$ cat config.mk
export PLATFORM = sky130hd
export DESIGN_NAME = des_round_engine
export DESIGN_NICKNAME = d
export VERILOG_FILES = /design/src/rtl/des_pkg.sv /design/src/rtl/des_f.sv /design/src/rtl/des_round_engine.sv
export SDC_FILE = /design/constraint.sdc
export NUM_CORES = 1
export LEC_CHECK = 0
export CORE_ASPECT_RATIO = 0.5
export CORE_MARGIN = 3
export CORE_UTILIZATION = 54
export CTS_CLUSTER_DIAMETER = 80
export DETAILED_ROUTE_END_ITERATION = 8
export GPL_ROUTABILITY_DRIVEN = 0
export HOLD_SLACK_MARGIN = 0.03
export MAX_ROUTING_LAYER = met4
export PLACE_DENSITY = 0.81
export SYNTH_ARGS = -nofsm -noshare
export SYNTH_HDL_FRONTEND = slang
export SYNTH_SLANG_ARGS = --single-unit
export TNS_END_PERCENT = 30
$ cat constraint.sdc
create_clock -name clk -period 4.1 [get_ports clk]
set_input_delay 0.41 -clock clk [delete_from_list [all_inputs] [get_ports clk]]
set_output_delay 0.41 -clock clk [all_outputs]
set_load 0.05 [all_outputs]
$ cat src/rtl/des_pkg.sv
// Shared DES definitions: engine states, round count, the FIPS 46-3
// permutation and S-box tables, and helpers that apply them.
// Table entries use DES numbering, where bit 1 is the MSB of each bus.
package des_pkg;

    typedef enum logic [1:0] {
        ST_IDLE  = 2'd0,
        ST_ROUND = 2'd1,
        ST_DONE  = 2'd2
    } state_t;

    localparam int NUM_ROUNDS = 16;

    localparam int IP_TABLE [64] = '{
        58, 50, 42, 34, 26, 18, 10, 2,
        60, 52, 44, 36, 28, 20, 12, 4,
        62, 54, 46, 38, 30, 22, 14, 6,
        64, 56, 48, 40, 32, 24, 16, 8,
        57, 49, 41, 33, 25, 17,  9, 1,
        59, 51, 43, 35, 27, 19, 11, 3,
        61, 53, 45, 37, 29, 21, 13, 5,
        63, 55, 47, 39, 31, 23, 15, 7
    };

    localparam int FP_TABLE [64] = '{
        40, 8, 48, 16, 56, 24, 64, 32,
        39, 7, 47, 15, 55, 23, 63, 31,
        38, 6, 46, 14, 54, 22, 62, 30,
        37, 5, 45, 13, 53, 21, 61, 29,
        36, 4, 44, 12, 52, 20, 60, 28,
        35, 3, 43, 11, 51, 19, 59, 27,
        34, 2, 42, 10, 50, 18, 58, 26,
        33, 1, 41,  9, 49, 17, 57, 25
    };

    localparam int E_TABLE [48] = '{
        32,  1,  2,  3,  4,  5,
         4,  5,  6,  7,  8,  9,
         8,  9, 10, 11, 12, 13,
        12, 13, 14, 15, 16, 17,
        16, 17, 18, 19, 20, 21,
        20, 21, 22, 23, 24, 25,
        24, 25, 26, 27, 28, 29,
        28, 29, 30, 31, 32,  1
    };

    localparam int P_TABLE [32] = '{
        16,  7, 20, 21, 29, 12, 28, 17,
         1, 15, 23, 26,  5, 18, 31, 10,
         2,  8, 24, 14, 32, 27,  3,  9,
        19, 13, 30,  6, 22, 11,  4, 25
    };

    // Each box is stored row-major: entry index = row*16 + column.
    localparam int SBOX [8][64] = '{
        '{14,  4, 13,  1,  2, 15, 11,  8,  3, 10,  6, 12,  5,  9,  0,  7,
           0, 15,  7,  4, 14,  2, 13,  1, 10,  6, 12, 11,  9,  5,  3,  8,
           4,  1, 14,  8, 13,  6,  2, 11, 15, 12,  9,  7,  3, 10,  5,  0,
          15, 12,  8,  2,  4,  9,  1,  7,  5, 11,  3, 14, 10,  0,  6, 13},
        '{15,  1,  8, 14,  6, 11,  3,  4,  9,  7,  2, 13, 12,  0,  5, 10,
           3, 13,  4,  7, 15,  2,  8, 14, 12,  0,  1, 10,  6,  9, 11,  5,
           0, 14,  7, 11, 10,  4, 13,  1,  5,  8, 12,  6,  9,  3,  2, 15,
          13,  8, 10,  1,  3, 15,  4,  2, 11,  6,  7, 12,  0,  5, 14,  9},
        '{10,  0,  9, 14,  6,  3, 15,  5,  1, 13, 12,  7, 11,  4,  2,  8,
          13,  7,  0,  9,  3,  4,  6, 10,  2,  8,  5, 14, 12, 11, 15,  1,
          13,  6,  4,  9,  8, 15,  3,  0, 11,  1,  2, 12,  5, 10, 14,  7,
           1, 10, 13,  0,  6,  9,  8,  7,  4, 15, 14,  3, 11,  5,  2, 12},
        '{ 7, 13, 14,  3,  0,  6,  9, 10,  1,  2,  8,  5, 11, 12,  4, 15,
          13,  8, 11,  5,  6, 15,  0,  3,  4,  7,  2, 12,  1, 10, 14,  9,
          10,  6,  9,  0, 12, 11,  7, 13, 15,  1,  3, 14,  5,  2,  8,  4,
           3, 15,  0,  6, 10,  1, 13,  8,  9,  4,  5, 11, 12,  7,  2, 14},
        '{ 2, 12,  4,  1,  7, 10, 11,  6,  8,  5,  3, 15, 13,  0, 14,  9,
          14, 11,  2, 12,  4,  7, 13,  1,  5,  0, 15, 10,  3,  9,  8,  6,
           4,  2,  1, 11, 10, 13,  7,  8, 15,  9, 12,  5,  6,  3,  0, 14,
          11,  8, 12,  7,  1, 14,  2, 13,  6, 15,  0,  9, 10,  4,  5,  3},
        '{12,  1, 10, 15,  9,  2,  6,  8,  0, 13,  3,  4, 14,  7,  5, 11,
          10, 15,  4,  2,  7, 12,  9,  5,  6,  1, 13, 14,  0, 11,  3,  8,
           9, 14, 15,  5,  2,  8, 12,  3,  7,  0,  4, 10,  1, 13, 11,  6,
           4,  3,  2, 12,  9,  5, 15, 10, 11, 14,  1,  7,  6,  0,  8, 13},
        '{ 4, 11,  2, 14, 15,  0,  8, 13,  3, 12,  9,  7,  5, 10,  6,  1,
          13,  0, 11,  7,  4,  9,  1, 10, 14,  3,  5, 12,  2, 15,  8,  6,
           1,  4, 11, 13, 12,  3,  7, 14, 10, 15,  6,  8,  0,  5,  9,  2,
           6, 11, 13,  8,  1,  4, 10,  7,  9,  5,  0, 15, 14,  2,  3, 12},
        '{13,  2,  8,  4,  6, 15, 11,  1, 10,  9,  3, 14,  5,  0, 12,  7,
           1, 15, 13,  8, 10,  3,  7,  4, 12,  5,  6, 11,  0, 14,  9,  2,
           7, 11,  4,  1,  9, 12, 14,  2,  0,  6, 10, 13, 15,  3,  5,  8,
           2,  1, 14,  7,  4, 10,  8, 13, 15, 12,  9,  0,  3,  5,  6, 11}
    };

    function automatic logic [63:0] ip_permute(input logic [63:0] d);
        logic [63:0] res;
        res = '0;
        for (int i = 0; i < 64; i++) begin
            res[63 - i] = d[64 - IP_TABLE[i]];
        end
        return res;
    endfunction

    function automatic logic [63:0] fp_permute(input logic [63:0] d);
        logic [63:0] res;
        res = '0;
        for (int i = 0; i < 64; i++) begin
            res[63 - i] = d[64 - FP_TABLE[i]];
        end
        return res;
    endfunction

    function automatic logic [47:0] e_expand(input logic [31:0] d);
        logic [47:0] res;
        res = '0;
        for (int i = 0; i < 48; i++) begin
            res[47 - i] = d[32 - E_TABLE[i]];
        end
        return res;
    endfunction

    function automatic logic [31:0] p_permute(input logic [31:0] d);
        logic [31:0] res;
        res = '0;
        for (int i = 0; i < 32; i++) begin
            res[31 - i] = d[32 - P_TABLE[i]];
        end
        return res;
    endfunction

    // Row comes from the outer bits (1 and 6), column from the inner four.
    function automatic logic [3:0] sbox_lookup(input int box, input logic [5:0] g);
        return 4'(SBOX[box][{g[5], g[0], g[4:1]}]);
    endfunction

endpackage

$ cat src/rtl/des_f.sv
// DES round function f(R, K) = P(S1..S8(E(R) xor K)), purely combinational.
module des_f
    import des_pkg::*;
(
    input  logic [31:0] r,
    input  logic [47:0] k,
    output logic [31:0] f
);

    logic [47:0] mixed;
    logic [31:0] sbox_out;

    // Expand, mix in the subkey, then squeeze each 6-bit group through its S-box.
    always_comb begin
        mixed    = e_expand(r) ^ k;
        sbox_out = '0;
        for (int b = 0; b < 8; b++) begin
            sbox_out[31 - 4*b -: 4] = sbox_lookup(b, mixed[47 - 6*b -: 6]);
        end
    end

    assign f = p_permute(sbox_out);

endmodule

$ cat src/rtl/des_round_engine.sv
// Iterative DES block engine: one Feistel round per consumed subkey.
// Encrypt or decrypt is decided entirely by the subkey order fed in.
module des_round_engine
    import des_pkg::*;
(
    input  logic        clk,
    input  logic        rst_n,
    input  logic        in_valid,
    output logic        in_ready,
    input  logic [63:0] in_data,
    input  logic        key_valid,
    output logic        key_ready,
    input  logic [47:0] key_in,
    output logic [4:0]  round_idx,
    output logic        out_valid,
    input  logic        out_ready,
    output logic [63:0] out_data
);

    localparam logic [4:0] LAST_ROUND = 5'(NUM_ROUNDS);

    state_t      state;
    state_t      state_next;
    logic [31:0] l_reg;
    logic [31:0] r_reg;
    logic [31:0] f_val;
    logic [4:0]  round_cnt;
    logic        accept;
    logic        consume;

    des_f u_f (
        .r (r_reg),
        .k (key_in),
        .f (f_val)
    );

    assign accept  = in_valid & in_ready;
    assign consume = key_valid & key_ready;

    // State register; reset abandons any block in flight.
    always_ff @(posedge clk or negedge rst_n) begin
        if (!rst_n) begin
            state <= ST_IDLE;
        end else begin
            state <= state_next;
        end
    end

    // Next state and handshake outputs; ready signals depend on state only.
    always_comb begin
        state_next = state;
        in_ready   = 1'b0;
        key_ready  = 1'b0;
        out_valid  = 1'b0;
        case (state)
            ST_IDLE: begin
                in_ready = 1'b1;
                if (in_valid) begin
                    state_next = ST_ROUND;
                end
            end
            ST_ROUND: begin
                key_ready = 1'b1;
                if (key_valid && (round_cnt == LAST_ROUND)) begin
                    state_next = ST_DONE;
                end
            end
            ST_DONE: begin
                out_valid = 1'b1;
                if (out_ready) begin
                    state_next = ST_IDLE;
                end
            end
            default: begin
                state_next = ST_IDLE;
            end
        endcase
    end

    // Feistel halves and round counter; everything holds while no key arrives.
    always_ff @(posedge clk or negedge rst_n) begin
        if (!rst_n) begin
            l_reg     <= '0;
            r_reg     <= '0;
            round_cnt <= '0;
        end else if (accept) begin
            {l_reg, r_reg} <= ip_permute(in_data);
            round_cnt      <= 5'd1;
        end else if (consume) begin
            l_reg     <= r_reg;
            r_reg     <= l_reg ^ f_val;
            round_cnt <= round_cnt + 5'd1;
        end
    end

    // The final swap is folded into the output by presenting R16 ahead of L16.
    assign round_idx = (state == ST_ROUND) ? round_cnt : 5'd0;
    assign out_data  = out_valid ? fp_permute({r_reg, l_reg}) : 64'h0;

endmodule

==> flow_metrics.py <==
metrics = {
    "placement": {
        "post_dp_cell_area_sq_um": 11200,
        "hpwl_mm": 20.9,
        "dp_cells": 1464,
        "numPortBuffers": 188,
    },
    "clocking": {
        "cts_resized": 0,
        "cts_buffer_depth": 2,
        "root_buffer": "clkbuf_16",
        "clock_latency_ns": 0.34,
        "postCtsSetupBuffers": 0,
        "cts-buffers-inserted": 9,
        "clk_pin_slew_ns": 0.06,
        "htree_levels": 3,
        "cts_hold_buf": 0,
        "clock_sinks": 71,
        "cts_tree": "built",
    },
    "detailed_routing": {
        "wl_per_cell_microns": 19.2,
        "final_antenna_net_count": 0,
        "drt_wl_total_mm": 28.4,
        "first_pass_iters": 5,
        "drtIter0Drc": 744,
        "drc_errors": 0,
        "via_per_inst": 6.20,
        "vias": 9176,
    },
    "setup_path": {
        "start_kind": "input pin",
        "startpoint": "key_in[1]",
        "end_kind": "flop",
        "criticalPathCategory": "in2reg",
        "cp_max_fo": 12,
        "path_cells": "clkdlybuf4s50_1, xnor2_1, clkinv_1, ha_1, nor3_1, a2111oi_0, a311oi_1, a21oi_1, xor2_1, o21ai_0",
        "arrival_ns": 3.54,
        "cp.required_ns": 4.35,
        "r2r-start": "r_reg[17]$_DFFE_PN0P_",
        "cpPeakStageDelay_ns": 0.78,
        "slowest_stage": "xnor2_1",
    },
    "power_and_ir_drop": {
        "internal_power_mw": 5.08,
        "p_sw_mw": 5.33,
        "seq_power_share": 0.160,
        "p_leak_nw": 4.78,
        "p_sw_frac": 0.512,
        "comb_power_share": 0.756,
        "peakVddDrop_v": 0.000409,
        "clkPwrFrac": 0.084,
        "power_density_nw_per_um2": 903,
    },
    "global_route": {
        "grt_max_degree": 72,
        "grt_pass1_vias": 8714,
        "antenna_found_initial": 0,
        "grt.total_usage": 0.311,
        "grt_pass1_wl_mm": 45.7,
        "grt-ovfl-total": 0,
    },
    "sta": {
        "final_hold_viol_count": 0,
        "fmax_ghz": 0.304,
        "fin_crit_sh": 0.803,
        "tns_ns": 0,
        "slew_viol_final": 0,
        "hold_ws_ns": 0.211,
        "finalCriticalPeriod_ns": 3.29,
        "skew_ns": 0.00572,
        "rsz0062_at_grt": "no",
        "slew_headroom": 0.196,
        "setup_viol": 0,
        "tightest_slew_ns": 1.20,
    },
    "cells_and_area": {
        "nets": 1435,
        "instances_no_fill": 1480,
        "final_area_sq_um": 11500,
        "diodes": 0,
        "syn2layout_area_growth_pct": 26.4,
        "final.fill_count": 1201,
        "drive_gt1_frac": 0.0850,
    },
    "die": {
        "start_util": 0.571,
        "core-area_sq_um": 16000,
        "die_h_microns": 97.9,
        "die_x_microns": 190,
        "dieArea_sq_um": 18600,
        "io_pins": 189,
        "core.rowCount": 32,
    },
    "logic_synthesis": {
        "synth_compound_area_frac": 0.208,
        "synthMuxAreaShare": 0.142,
        "yosysTopAreaCellShare": 0.195,
        "ys_ff_latch": 71,
        "ys.flop_type": "dfrtp_1",
        "ys_seq_area_frac": 0.195,
        "synth_area_leaders": "dfrtp_1 19%, ha_1 8.8%, mux4_2 6.2%",
        "syn_inst": 1100,
        "async_flop_share": 1.00,
        "synth_area_sq_um": 9120,
        "synth_largest_area_cell": "dfrtp_1",
        "synthXorXnorAreaFrac": 0.134,
        "synth_warnings": 0,
        "syn_nets": 1281,
        "synthAdderAreaFrac": 0.0878,
        "yosysMostFrequentCell": "nand2_1",
        "ys_types": 66,
        "synth_common_cells": "137 x nand2_1, 71 x dfrtp_1, 70 x and2_1, 64 x ha_1",
        "synth_edf_count": 0,
        "synth_top_family_by_area": "compound AO/OA/AOI/OAI gates",
        "synth_simple_gate_area_frac": 0.177,
        "syn_area_per_cell_sq_um": 8.29,
    },
    "job": {
        "max_cap_viol_count": 0,
    },
    "worst_hold_path": {
        "hp-class": "in2async",
    },
    "outcome": {
        "status": "complete, no violations",
    },
}
-- power by group through the flow --
stage | sequential, mW | clock [mW] | combinational, mW
3_5_place_dp | 1.66 | 0 | 7.67
3_3_place_gp | 1.64 | 0 | 7.36
6_report | 1.66 | 0.878 | 7.87
4_1_cts | 1.65 | 0.885 | 7.75
2_1_floorplan | 1.32 | 0 | 6.15
5_1_grt | 1.70 | 0.916 | 8.64
-- cell usage in the layout, fill, tap and decap left out, types with 33 or more instances in the layout --
cell type	count
buf_4	36
nor2_1	54
clkdlybuf4s50_1	187
nand2_1	137
a21oi_1	57
and2_1	68
mux2i_1	51
inv_1	40
a211oi_1	33
xnor2_1	60
ha_1	64
xor2_1	60
a22oi_1	35
o21ai_0	47
dfrtp_1	71
-- final cells by class --
type / count / area, sq um / area share
clock inverters: 3 / 65.1 / 0.00564
multi-input cells: 907 / 6860 / 0.594
repair buffers: 223 / 2140 / 0.186
well taps: 221 / 277 / 0.0240
inverters: 42 / 158 / 0.0137
clock buffers: 13 / 260 / 0.0226
flip-flops and latches: 71 / 1780 / 0.154
-- worst max-delay path, delay by kind of cell --
kind / cells / cell delay (ns)
compound gates: 4 / 0.63
simple gates: 1 / 0.19
xor+xnor: 2 / 0.96
fa+ha+maj: 1 / 0.38
buf+inv: 2 / 0.98
-- worst paths after layout --
kind / to / slack [ns] / cells after the start
max in group asynchronous: r_reg[0]$_DFFE_PN0P_ / 3.30 / 1
worst min-delay path: l_reg[18]$_DFFE_PN0P_ / 0.21 / 1
worst min register to register: l_reg[20]$_DFFE_PN0P_ / 0.51 / 2
worst max-delay path: r_reg[11]$_DFFE_PN0P_ / 0.81 / 10
min in group clk: l_reg[20]$_DFFE_PN0P_ / 0.51 / 2
worst max register to register: r_reg[31]$_DFFE_PN0P_ / 0.88 / 9
-- per-layer routing --
layer | routed length, microns | vias up | part of all wire | global-route usage
met5 | 0 | - | 0 | -
met4 | 754 | 0 | 0.027 | 0.0800
met3 | 2170 | 58 | 0.076 | 0.0405
met2 | 13600 | 456 | 0.48 | 0.507
met1 | 11900 | 4418 | 0.42 | 0.411
li1 | - | 4244 | - | -
-- cells by family after synthesis --
group / Yosys count
AOI/OAI and AO/OA: 279
and+or+nand+nor: 342
buffers and inverters: 122
xor gates and xnor gates: 130
DFF: 71
muxes: 92
adders and majority gates: 64
-- through the flow --
step | util | power (mW) | setup slack (ns)
final | 0.722 | 10.4 | 0.809
after global placement | 0.702 | 9.00 | 0.661
after detailed placement | 0.702 | 9.33 | 0.525
after global routing | 0.722 | 11.3 | 0.554
after CTS | 0.722 | 10.3 | 0.885
after floorplan | - | 7.47 | 1.28
No activity file was read; power rests on OpenSTA's default activity.
